<file path="src/rtl/ifu_fetch.sv">
// Instruction fetch stage: owns the PC, keeps at most one imem request in flight, and
// presents {inst, pc} to decode. Redirects from execute discard stale responses.
module ifu_fetch #(
  parameter int unsigned           PC_WIDTH   = 64,
  parameter int unsigned           INST_WIDTH = 32,
  parameter logic [PC_WIDTH-1:0]   RESET_PC   = 64'h8000_0000,
  parameter logic [INST_WIDTH-1:0] NOP_INST   = 32'h0000_0013
) (
  input  logic                  clk,
  input  logic                  rst,
  input  logic                  redirect_valid,
  input  logic [PC_WIDTH-1:0]   redirect_pc,
  output logic                  imem_req_valid,
  input  logic                  imem_req_ready,
  output logic [PC_WIDTH-1:0]   imem_req_addr,
  input  logic                  imem_resp_valid,
  input  logic [INST_WIDTH-1:0] imem_resp_data,
  output logic                  out_valid,
  input  logic                  out_ready,
  output logic [INST_WIDTH-1:0] out_inst,
  output logic [PC_WIDTH-1:0]   out_pc,
  output logic [63:0]           fetch_cnt
);

  typedef enum logic [1:0] {S_REQ, S_WAIT, S_HOLD} state_t;

  state_t              state;
  logic [PC_WIDTH-1:0] pc;
  logic                drop;
  logic                req_fire;
  logic [PC_WIDTH-1:0] redir_target;

  assign imem_req_addr = pc;
  assign req_fire      = imem_req_valid & imem_req_ready;
  assign redir_target  = redirect_pc & ~PC_WIDTH'(3);

  // imem_req_valid is registered so it stays low through the reset cycle and
  // rises on the first edge after release.
  always_ff @(posedge clk) begin
    if (rst) begin
      state          <= S_REQ;
      pc             <= RESET_PC;
      drop           <= 1'b0;
      imem_req_valid <= 1'b0;
      out_valid      <= 1'b0;
      out_inst       <= NOP_INST;
      out_pc         <= RESET_PC;
      fetch_cnt      <= '0;
    end else begin
      if (redirect_valid)
        pc <= redir_target;

      case (state)
        S_REQ: begin
          if (req_fire) begin
            state          <= S_WAIT;
            imem_req_valid <= 1'b0;
            if (redirect_valid)
              drop <= 1'b1;
          end else begin
            imem_req_valid <= 1'b1;
          end
        end

        S_WAIT: begin
          if (imem_resp_valid) begin
            if (!drop && !redirect_valid) begin
              out_inst  <= imem_resp_data;
              out_pc    <= pc;
              out_valid <= 1'b1;
              state     <= S_HOLD;
            end else begin
              drop           <= 1'b0;
              state          <= S_REQ;
              imem_req_valid <= 1'b1;
            end
          end else if (redirect_valid) begin
            drop <= 1'b1;
          end
        end

        S_HOLD: begin
          if (out_ready)
            fetch_cnt <= fetch_cnt + 64'd1;
          // A redirect leaves S_HOLD even without out_ready; its pc already took priority above.
          if (redirect_valid || out_ready) begin
            if (!redirect_valid)
              pc <= pc + PC_WIDTH'(4);
            state          <= S_REQ;
            out_valid      <= 1'b0;
            out_inst       <= NOP_INST;
            imem_req_valid <= 1'b1;
          end
        end

        default: begin
          state          <= S_REQ;
          out_valid      <= 1'b0;
          out_inst       <= NOP_INST;
          imem_req_valid <= 1'b0;
        end
      endcase
    end
  end

endmodule

</file>
<file path="config.mk">
export PLATFORM = sky130hd
export DESIGN_NAME = ifu_fetch
export DESIGN_NICKNAME = d
export VERILOG_FILES = /design/src/rtl/ifu_fetch.sv
export SDC_FILE = /design/constraint.sdc
export NUM_CORES = 1
export LEC_CHECK = 0
export ABC_AREA = 1
export BUFFER_PORTS_ARGS = -buffer_cell sky130_fd_sc_hd__buf_2
export CORE_MARGIN = 2
export CORE_UTILIZATION = 54
export DETAILED_ROUTE_END_ITERATION = 10
export PLACE_DENSITY = 0.82
export SYNTH_ARGS = -nofsm -noshare
export SYNTH_HDL_FRONTEND = slang
export SYNTH_SLANG_ARGS = --single-unit
</file>
<file path="constraint.sdc">
create_clock -name clk -period 2.18 [get_ports clk]
set_clock_uncertainty 0.15 [all_clocks]
set_input_delay 0.436 -clock clk [delete_from_list [all_inputs] [get_ports clk]]
set_output_delay 0.436 -clock clk [all_outputs]
set_load 0.1 [all_outputs]
</file>
==> reports/summary.txt <==
async set-reset flop share out of synthesis -> 0%
setup_tns -> 0 ns
layout cells sized above 1 -> 24.99%
DIE WIDTH -> 155.5 um
synth unique cells -> 44
pwr/cell area -> 935.8 mW/mm^2
overall global routing resource usage -> 34.75%
synthesized flop and latch total -> 229
Row Count -> 55
Worst setup EP type -> register
sequential area share after synthesis -> 36.97%
met2 Resource Use GR -> 58.51%
Sequential Power Share -> 33.3%
post-synthesis mux area share -> 0%
H-tree depth -> 1
yosys warns -> 0
kind of critical path -> register to register
RSZ-0062 raised after global routing -> true
largest family of logic cells by synthesized area -> simple AND/OR/NAND/NOR gates
area of the multi-input gates -> 0.006999 mm^2
Die ar. -> 0.02419 mm^2
syn_area_per_cell -> 6.181 um^2
Post-Synth Adder-Cell Area -> 0.6054%
final worst-path cycle share -> 98.29%
Slew @ Worst Pin -> 0.5508 ns
Compound-Gate Fraction of Synth Area -> 15.73%
Via-to-Cell Ratio -> 5.559
Synth-to-Final Area Change -> 29.31%
Core Box Area -> 0.02257 mm^2
Clock Tree Root -> clkbuf_16
Final Setup Violations -> 0
Cell Int Power -> 0.008565 W
Net Sw Power -> 0.006440 W
via count -> 14809
GRT busiest layer -> met2
Post-synth EDFFs -> 0
DRT antenna net count -> 0
Reg clk slew, reported paths -> 0.07 ns
status -> finished, final reports clean
CP delay by family, top -> simple AND/OR/NAND/NOR gates
top cell type's share of synthesized area -> 36.97%
CTS Buffer Depth -> 3
relative slew slack -> 63.53%
GRT met1 Usage -> 45.12%
die height -> 155.5 um
first-pass GRT wire length -> 68.16 mm
initial antenna violation count -> 2
overflow left after global routing -> 0
Comb pwr share -> 35.9%
CTS Buf Count -> 25
worst-path maximum fanout -> 4
nets@finish -> 2467
type of origin of the critical path -> register
DRC violations left -> 0
Place WS -> -0.04944 ns
Clk Latency, worst-skew pair -> 0.53 ns
Top FF cell, synth -> dfxtp_1
drt wl/cell -> 16.55 um
xor-xnor portion of the synthesized cell area -> 2.048%
GR met3 Demand/Resource -> 5.500%
hold crit path type -> input port to register
worst hold slack -> 0.005155 ns
WP data required -> 2.44 ns
Starting DRT DRC Count -> 1357
Bufs and invs on worst path -> 1
crit path time final -> 2.143 ns
PortBufs -> 325
top post-synthesis cells by area -> dfxtp_1, nand2_1, nor2_1
first drt pass iteration count -> 6
Initial Utilization -> 54.93%
CP most frequent cell -> nor2_2
CTS tree -> done
fillers -> 1953
final hold vios -> 0
worst setup margin -> 0.03731 ns
CP peak stage delay -> 0.37 ns
area of the mapped netlist -> 0.01240 mm^2
Final GP Congestion -> 0.9691
dominant cell type by area after synthesis -> dfxtp_1
dpl hpwl -> 32.21 mm
Post-Synth Simple-Gate Area -> 36.70%
CP Cell Sequence -> inv_1 > nor2_2 > nand2_1 > nor2_2 > nand4_1 > nor2_2 > o21ai_0 > nor2_1 > nor2_1
max-cap viol count -> 0
synthesized net count -> 2114
switch share -> 42.92%
Static Leak -> 6.901 nW
io pins -> 328
Tot Pwr -> 0.01501 W
Clock Sinks -> 229
Max IR drop VDD -> 0.0008254 V
Routed WL -> 44.08 mm
Max Clk Rate -> 0.4667 GHz
largest net degree at the start of global routing -> 108
max-slew violations -> 0
cells after synthesis -> 2006
slowest CP cell -> dfxtp_4
Worst Path Arrival -> 2.40 ns
clock network power share -> 30.8%
FF+latch area -> 0.004715 mm^2
vias in the first global route -> 13432
## worst reg2reg max path, cell delays in order, from the launching register on
cell,delay (ns)
dfxtp_4,0.37
inv_1,0.11
nor2_2,0.20
nand2_1,0.20
nor2_2,0.25
nand4_1,0.31
nor2_2,0.22
o21ai_0,0.10
nor2_1,0.09
nor2_1,0.04
## routing by layer
layer	vias to the layer above	part of all wire, %
li1	7170	-
met1	6794	41
met2	721	47
met3	124	8.7
met4	0	3.8
met5	-	0
## power by group through the flow
stage	combinational, W	sequential (W)	clock, W
after CTS	0.00530	0.00498	0.00465
after global routing	0.00570	0.00504	0.00483
after detailed placement	0.00524	0.00506	0
final	0.00538	0.00500	0.00462
after global placement	0.00516	0.00505	0
after floorplan	0.00163	0.00741	0
## repair_timing
item,4_1_cts,5_1_grt
setup endpoints to repair,46,83
pin swaps,0,8
hold buffers,6,0
endpoints found under the hold margin,6,0
gates resized for setup,5,39
buffers inserted,1,11
gates cloned,0,0
## per-stage QoR
step           cell area, um^2  std cells  utilization, %
6_report                 16030       2664           71.04
5_1_grt                  16030       2664           71.04
4_1_cts                  15800       2651           70.01
3_5_place_dp             14800       2599           65.58
3_3_place_gp             14800       2599           65.58
2_1_floorplan            12530       2006               -
## placed cells by master (no fill, tap or decap), drive strengths merged, types with 2 or more instances in the layout
| master | count |
|---|---|
| nand3 | 99 |
| clkinvlp | 4 |
| o21a | 6 |
| o21ai | 156 |
| xor2 | 17 |
| clkbuf | 35 |
| o221ai | 2 |
| clkinv | 5 |
| o21bai | 2 |
| o211ai | 10 |
| nor2 | 394 |
| diode | 2 |
| a31oi | 7 |
| dlygate4sd3 | 6 |
| and2 | 7 |
| nand4 | 21 |
| or2 | 2 |
| nor3 | 39 |
| ha | 6 |
| nor3b | 3 |
| o22ai | 15 |
| xnor2 | 12 |
| a21oi | 166 |
| bufinv | 4 |
| buf | 396 |
| nand2 | 544 |
| nand3b | 3 |
| inv | 178 |
| dfxtp | 229 |
## state kept, by name, summed over array words and instances (netlist names)
register,cells
out_pc,64
imem_req_addr,64
imem_req_valid,1
state,2
out_inst,32
fetch_cnt,64
drop,1
out_valid,1
## synthesized netlist by cell type, types with 2 or more instances
| library cell | instances |
|---|---|
| nor2_2 | 10 |
| nor3_1 | 37 |
| xor2_1 | 17 |
| inv_2 | 5 |
| a31oi_1 | 7 |
| inv_1 | 175 |
| nor3_2 | 2 |
| nand2_1 | 541 |
| o211ai_1 | 10 |
| a21oi_1 | 166 |
| buf_1 | 8 |
| nor2_1 | 381 |
| o21ai_0 | 155 |
| nand2_2 | 3 |
| and2_1 | 7 |
| xnor2_1 | 12 |
| nor3b_1 | 2 |
| o21bai_1 | 2 |
| clkbuf_1 | 55 |
| o21a_1 | 6 |
| nor2_4 | 3 |
| o221ai_1 | 2 |
| nand3_1 | 97 |
| buf_2 | 13 |
| or2_2 | 2 |
| nand4_1 | 21 |
| o22ai_1 | 15 |
| nand3b_1 | 3 |
| dfxtp_1 | 229 |
| ha_1 | 6 |
## path summary, 6_finish.rpt
path               startpoint                end  slack [ns]  cells past startpoint
max          imem_req_addr[2]  imem_req_addr[57]        0.04                      9
min reg2reg      out_inst[18]       out_inst[18]        0.31                      2
max reg2reg  imem_req_addr[2]  imem_req_addr[57]        0.04                      9
min           redirect_pc[14]  imem_req_addr[14]       0.005                      3
## layout make-up
cell class                      instances  area share, %
Multi-Input combinational cell       1520          43.65
Sequential cell                       229          29.40
Timing Repair Buffer                  403          14.80
Clock buffer                           34          4.557
Inverter                              180          4.268
Tap cell                              285          2.224
Clock inverter                         11          1.069
Antenna cell                            2        0.03121
## cells by family after synthesis
| kind of cell | after synthesis |
|---|---|
| flops | 229 |
| simple gates | 1115 |
| xor+xnor | 29 |
| fa+ha+maj | 6 |
| compound gates | 370 |
| buf+inv | 257 |
(Power assumes the default switching activity.)
